### src/rtl/cpu_mem_bus_master_pkg.sv
// Shared types and constants for the CPU-side memory bus master.
package cpu_mem_bus_master_pkg;

  localparam int CPU_ADDR_W = 16;
  localparam int CPU_DATA_W = 16;

  localparam logic cpu_data_acc_sz_8  = 1'b0;
  localparam logic cpu_data_acc_sz_16 = 1'b1;

  typedef enum logic [1:0] {
    mbm_idle,
    mbm_hold,
    mbm_capture,
    mbm_resp
  } cpu_mem_bus_master_state;

endpackage

### src/rtl/cpu_mem_bus_master.sv
// Single-outstanding load/store initiator for the alternate-edge byte memory.
// Memory inputs are held HOLD_CYCLES edges so one service edge always lands inside.
module cpu_mem_bus_master
  import cpu_mem_bus_master_pkg::*;
#(
  parameter int HOLD_CYCLES = 2,
  parameter int ADDR_W      = CPU_ADDR_W,
  parameter int DATA_W      = CPU_DATA_W
) (
  input  logic              clk,
  input  logic              reset,
  input  logic              req_valid,
  output logic              req_ready,
  input  logic [ADDR_W-1:0] req_addr,
  input  logic [DATA_W-1:0] req_wdata,
  input  logic              req_sz,
  input  logic              req_we,
  output logic              resp_valid,
  input  logic              resp_ready,
  output logic [DATA_W-1:0] resp_rdata,
  output logic [ADDR_W-1:0] mem_addr_out,
  output logic [DATA_W-1:0] mem_write_data_out,
  output logic              mem_data_acc_sz_out,
  output logic              mem_write_data_we_out,
  input  logic [DATA_W-1:0] mem_read_data_in
);

  localparam int CNT_W = $clog2(HOLD_CYCLES + 1);

  cpu_mem_bus_master_state r_state, w_next;
  logic [CNT_W-1:0]        r_cnt;
  logic                    r_we, r_sz;
  logic                    w_hold_done;
  logic [DATA_W-1:0]       w_wdata, w_rdata;

  assign req_ready   = (r_state == mbm_idle);
  assign w_hold_done = (r_cnt == CNT_W'(HOLD_CYCLES - 1));

  // Byte stores drive only the low lane; upper lane is zeroed.
  assign w_wdata = (req_sz == cpu_data_acc_sz_8) ? DATA_W'(req_wdata[7:0]) : req_wdata;
  assign w_rdata = r_we ? '0 :
                   (r_sz == cpu_data_acc_sz_8) ? DATA_W'(mem_read_data_in[7:0]) : mem_read_data_in;

  always_comb begin
    w_next = r_state;
    case (r_state)
      mbm_idle:    if (req_valid)   w_next = mbm_hold;
      mbm_hold:    if (w_hold_done) w_next = mbm_capture;
      mbm_capture:                  w_next = mbm_resp;
      mbm_resp:    if (resp_ready)  w_next = mbm_idle;
      default:                      w_next = mbm_idle;
    endcase
  end

  always_ff @(posedge clk) begin
    if (reset) begin
      r_state               <= mbm_idle;
      r_cnt                 <= '0;
      r_we                  <= 1'b0;
      r_sz                  <= 1'b0;
      resp_valid            <= 1'b0;
      resp_rdata            <= '0;
      mem_addr_out          <= '0;
      mem_write_data_out    <= '0;
      mem_data_acc_sz_out   <= 1'b0;
      mem_write_data_we_out <= 1'b0;
    end else begin
      r_state <= w_next;
      case (r_state)
        mbm_idle: begin
          if (req_valid) begin
            mem_addr_out          <= req_addr;
            mem_write_data_out    <= w_wdata;
            mem_data_acc_sz_out   <= req_sz;
            mem_write_data_we_out <= req_we;
            r_we                  <= req_we;
            r_sz                  <= req_sz;
            r_cnt                 <= '0;
          end
        end
        mbm_hold: begin
          r_cnt <= r_cnt + 1'b1;
          // Address/size stay put; a re-read during capture returns the same data.
          if (w_hold_done) mem_write_data_we_out <= 1'b0;
        end
        mbm_capture: begin
          resp_valid <= 1'b1;
          resp_rdata <= w_rdata;
        end
        mbm_resp: begin
          if (resp_ready) resp_valid <= 1'b0;
        end
        default: ;
      endcase
    end
  end

endmodule

### config.mk
export PLATFORM = sky130hd
export DESIGN_NAME = cpu_mem_bus_master
export DESIGN_NICKNAME = d
export VERILOG_FILES = /design/src/rtl/cpu_mem_bus_master_pkg.sv /design/src/rtl/cpu_mem_bus_master.sv
export SDC_FILE = /design/constraint.sdc
export NUM_CORES = 1
export LEC_CHECK = 0
export ABC_AREA = 1
export ABC_CLOCK_PERIOD_IN_PS = 1750
export CAP_MARGIN = 20
export CORE_MARGIN = 10
export CORE_UTILIZATION = 35
export CTS_BUF_LIST = sky130_fd_sc_hd__clkbuf_8
export CTS_CLUSTER_DIAMETER = 30
export CTS_CLUSTER_SIZE = 28
export DETAILED_ROUTE_END_ITERATION = 16
export PLACE_DENSITY = 0.78
export SKIP_CTS_REPAIR_TIMING = 1
export SLEW_MARGIN = 20
export SYNTH_ARGS = -nofsm -noshare
export SYNTH_HDL_FRONTEND = slang
export SYNTH_SLANG_ARGS = --single-unit
### constraint.sdc
create_clock -name clk -period 1.75 [get_ports clk]
set_clock_uncertainty 0.15 [all_clocks]
set_input_delay 0.2625 -clock clk [delete_from_list [all_inputs] [get_ports clk]]
set_output_delay 0.2625 -clock clk [all_outputs]
set_load 0.01 [all_outputs]
### Word-level counts from Yosys, hierarchy flattened

Cells that the tools add are included.

| operators by class | value |
|---|---|
| add/sub/neg operators | 1 |
| eq/ne operators | 7 |
| mux-type cells | 14 |
| reductions and logical operators | 8 |

Operator list:

| operator | number |
|---|---|
| 16-bit 2-to-1 mux | 3 |
| 2-bit 2-to-1 mux | 4 |
| 2-bit one-hot mux with 4 select lines | 1 |
| 2-bit inequality test (second input constant) | 3 |
| 2-bit AND reduction | 3 |
| 3-bit AND reduction | 2 |
| 2-bit by 1-bit == test with 1-bit output (second input constant) | 2 |
| 2-bit == test (second input constant) | 2 |
| 1-bit one-hot mux with 2 select lines | 2 |
| 2-bit one-hot mux with 2 select lines | 1 |
| 2-bit nonzero test | 2 |
| 1-bit 2-to-1 mux | 3 |
| 2-bit by 1-bit adder with 2-bit output (second input constant) | 1 |
| 2-bit zero test | 1 |

| storage, ports and cells | value |
|---|---|
| bits in registers | 56 |
| bits of input ports | 54 |
| output and inout bits | 52 |
| word-level logic and storage cells | 39 |

### Logic depth before layout (Yosys ltp)

| logic depth | value |
|---|---|
| depth after elaboration | 3 |
| gate-level depth with buffers | 8 |
| gate-level depth less buffers | 8 |

### Least setup slack after synthesis

Ideal clock, no wire load.

| timing path | value |
|---|---|
| path kind | register to register |
| from | register r_state[0] |
| to | register mem_addr_out[10] |
| setup time | 116 ps |
| data arrival time | 1169 ps |
| data required time | 1484 ps |
| slack | 315 ps |
| cell stages (with the launch flop) | 7 |
| path buffers | 1 |
| period minus slack after synthesis | 1435 ps |
| path through | dfxtp_1 inv_1 ha_1 nand2_4 buf_6 o21ai_0 nor2_1 |

| on the way | value |
|---|---|
| longest elaborated chain between the ends | 2 |

Ends and longest elaborated chain:

| what | line | RTL |
|---|---|---|
| start, declared | cpu_mem_bus_master.sv:30 | `cpu_mem_bus_master_state r_state, w_next;` |
| start signal, assigned | cpu_mem_bus_master.sv:57 | `r_state <= mbm_idle;` |
| start signal, assigned | cpu_mem_bus_master.sv:68 | `r_state <= w_next;` |
| 2-bit zero test | - |  |
| net req_ready | cpu_mem_bus_master.sv:13 | `output logic req_ready,` |
| 2-bit AND reduction (no line) | - |  |
| end signal, assigned | cpu_mem_bus_master.sv:72 | `mem_addr_out <= req_addr;` |
| end, declared | cpu_mem_bus_master.sv:21 | `output logic [ADDR_W-1:0] mem_addr_out,` |

The timed path passes the listed nets, and every way through them passes these cells.
A chain may end at the register's enable or synchronous reset.

### Final worst setup path

| timing path | value |
|---|---|
| from | register mem_write_data_out[8] |
| to | output mem_write_data_out[8] |

RTL lines:

| what | line | RTL |
|---|---|---|
| start, declared | cpu_mem_bus_master.sv:22 | `output logic [DATA_W-1:0] mem_write_data_out,` |
| start signal, assigned | cpu_mem_bus_master.sv:73 | `mem_write_data_out <= w_wdata;` |

No word-level cell between the ends.

==> impl_metrics.ini <==
[drt]
number_of_antenna_violating_nets_in_the_routed_design = 0
drt_iter0_drc = 84
drcViolationCount = 0
drt_wl_total_um = 6390
drtPass1Iterations = 4
route.detailed.wl_per_inst_um = 14.3
vias = 2040
vias_per_cell = 4.55

[logic_synthesis]
mappedNetlistArea_um2 = 2170
synth_nets = 327
synth_seq_area_share = 0.517
syn-mean-instance-area_um2 = 8.09
synth.ff_latch_count = 56
ys_warn_count = 0
synthDominantAreaCellType = dfxtp_1
library_cells_used_by_synthesis = 24
synthCells = 268
synth_top_area_share = 0.517
ys_top_cells_by_area = dfxtp_1 (52%), nand2_1 (9.2%), nor2_1 (9.0%)

[global_route]
antenna_found_initial = 0
via_count_of_the_first_global_routing_pass = 1950
globalRoute.totalOverflow = 0
global_route_wire_length_before_repair_um = 10200
grt.total_usage = 0.127
pin_count_of_the_biggest_net_entering_global_routing = 30

[status]
outcome = completed

[placed_design]
placed_cell_area_um2 = 3220
dpl.cell_count = 439
pre_cts_ws_ns = 0.00239
gpl.final_weighted_congestion = 0.729
post-dp-hpwl_um = 4750
place.port_buffers = 105

[floorplan]
core_region_area_um2 = 5960
initial_util = 0.364
dieArea_um2 = 9740
floorplan_row_count = 28
io_pins = 106
horizontal_extent_of_the_die_um = 98.7
die_height_um = 98.7

[worst_setup_path]
max_stage_delay_ns = 0.56
worst_path_top_cell_family_by_delay = buffers and inverters
worst_ep_arrival_time_ns = 1.24
path_class = reg -> out
critical_path.startpoint_type = register
critical_path.n_buffers_inverters = 1
worstPathRequired_ns = 1.34
critPathSlowestCell = clkdlybuf4s50_1
critical_path.endpoint_type = primary output
crit_fanout = 2
crit_chain = clkdlybuf4s50_1

[cts]
cts_sinks = 56
numCtsBuffers = 5
worst_skew_pair.late_latency_ns = 0.30
cts_tree = yes
cts_max_path_buffers = 2
clockRootBuffer = clkbuf_8
clkTransAtPathRegs_ns = 0.10
cts_max_level = 2

[run]
maxCapViolations = 0

[final_layout]
nFillCells = 569
seqCellArea_um2 = 1120
areaGrowthSynthToFinish_pct = 54.3
multi_input_area_um2 = 867
drive_gt1_frac = 0.0563
final_net_count = 431
antenna_cells_inserted = 0
finish.instance_area_um2 = 3340
fin_cells = 448

[timing]
max_freq_mhz = 605
final-max-slew-violation-count = 0
timing.final.crit_period_ns = 1.65
post-route-worst-setup-slack_ns = 0.0967
setup_viol = 0
post_route_hold_slack_ns = 0.316
min_period_over_period = 0.945
timing_worst_slew_pin_value_ns = 0.477
rsz0062_at_grt = false
final-hold-violation-count = 0
maxSlewHeadroom = 0.682

[min_path]
hold_path_class = reg -> reg

[power_and_ir_drop]
cellLeakagePower_nw = 1.28
power_density_nw_per_um2 = 1240
ir_drop_uv = 630
==> where the power goes <==
group	switching (W)	total (W)	internal [W]	leakage (nW)
clock network	0.000413	0.000730	0.000317	0.0510
registers	0.000125	0.00165	0.00153	0.459
logic	0.000928	0.00177	0.000847	0.767
total	0.00147	0.00415	0.00269	1.28
==> worst paths after layout <==
kind                                                    startpoint                                  end  cells past startpoint  slack (ns)
worst min register to register               r_cnt[1]$_SDFFE_PP0P_                r_cnt[1]$_SDFFE_PP0P_                      2        0.32
worst min-delay path                         r_cnt[1]$_SDFFE_PP0P_                r_cnt[1]$_SDFFE_PP0P_                      2        0.32
worst max register to register             r_state[0]$_SDFFE_PP0P_  mem_write_data_out[15]$_SDFFE_PP0P_                      7        0.22
worst max-delay path            mem_write_data_out[8]$_SDFFE_PP0P_                mem_write_data_out[8]                      1         0.1
==> synthesized netlist by cell type <==
| library cell | count |
|---|---|
| a21oi_1 | 29 |
| buf_2 | 3 |
| buf_4 | 2 |
| buf_6 | 5 |
| buf_8 | 2 |
| clkbuf_1 | 1 |
| clkinv_1 | 2 |
| dfxtp_1 | 56 |
| ha_1 | 5 |
| inv_1 | 11 |
| inv_2 | 1 |
| inv_6 | 1 |
| nand2_1 | 53 |
| nand2_2 | 1 |
| nand2_4 | 1 |
| nand3_1 | 11 |
| nand3b_1 | 2 |
| nand4_1 | 1 |
| nor2_1 | 52 |
| nor2_4 | 1 |
| nor2_8 | 1 |
| o21a_1 | 1 |
| o21ai_0 | 13 |
| o21ai_1 | 13 |
==> cell type report <==
class | count | area share
multi-input combinational | 184 | 0.259
tap | 75 | 0.0281
clock buffer | 6 | 0.0247
clock inverter | 2 | 0.00299
inverter | 15 | 0.0195
sequential | 56 | 0.335
timing repair buffer | 110 | 0.330
==> layout by cell type (no fill, tap or decap), drive strengths merged <==
cell           instances
nor2                  54
clkinv                 3
nand3b                 2
clkdlybuf4s50        104
buf                    5
nand3                 11
clkinvlp               1
o21a                   1
o21ai                 26
dlymetal6s2s           1
clkbuf                 6
nand2                 55
a21oi                 29
ha                     5
nand4                  1
inv                   13
dfxtp                 56
==> through the flow <==
step	power [W]	utilization	setup TNS, ns
floorplan	0.00272	-	0
global placement	0.00338	0.541	0
detailed placement	0.00342	0.541	0
CTS	0.00416	0.557	-0.302
global route	0.00447	0.561	0
finish	0.00415	0.561	0
==> flip-flops by register name (all words and copies together), names as in the netlist <==
register and cells:
mem_write_data_out 16, r_we 1, r_sz 1, mem_write_data_we_out 1
resp_valid 1, r_cnt 2, mem_addr_out 16, resp_rdata 16
r_state 2
==> worst min-delay path, cell delays in order, from the launching register on <==
cell     delay [ns]
dfxtp_1        0.32
nand2_1        0.06
a21oi_1        0.05
==> kinds of logic after synthesis <==
| kind of cell | Yosys count | share of synthesized area |
|---|---|---|
| buffers and inverters | 28 | 0.0837 |
| AOI/OAI and AO/OA | 56 | 0.130 |
| DFF | 56 | 0.517 |
| adders and majority gates | 5 | 0.0289 |
| and+or+nand+nor | 123 | 0.240 |
==> routing by layer <==
layer,share of wire,global-route usage,vias up,wire length [um]
met2,0.50,0.215,54,3220
met4,0.016,0.0419,0,104
met1,0.42,0.146,915,2660
met5,0,0,-,0
li1,-,-,1065,-
met3,0.064,0.0419,6,408
Power figures use the tool's default switching activity.
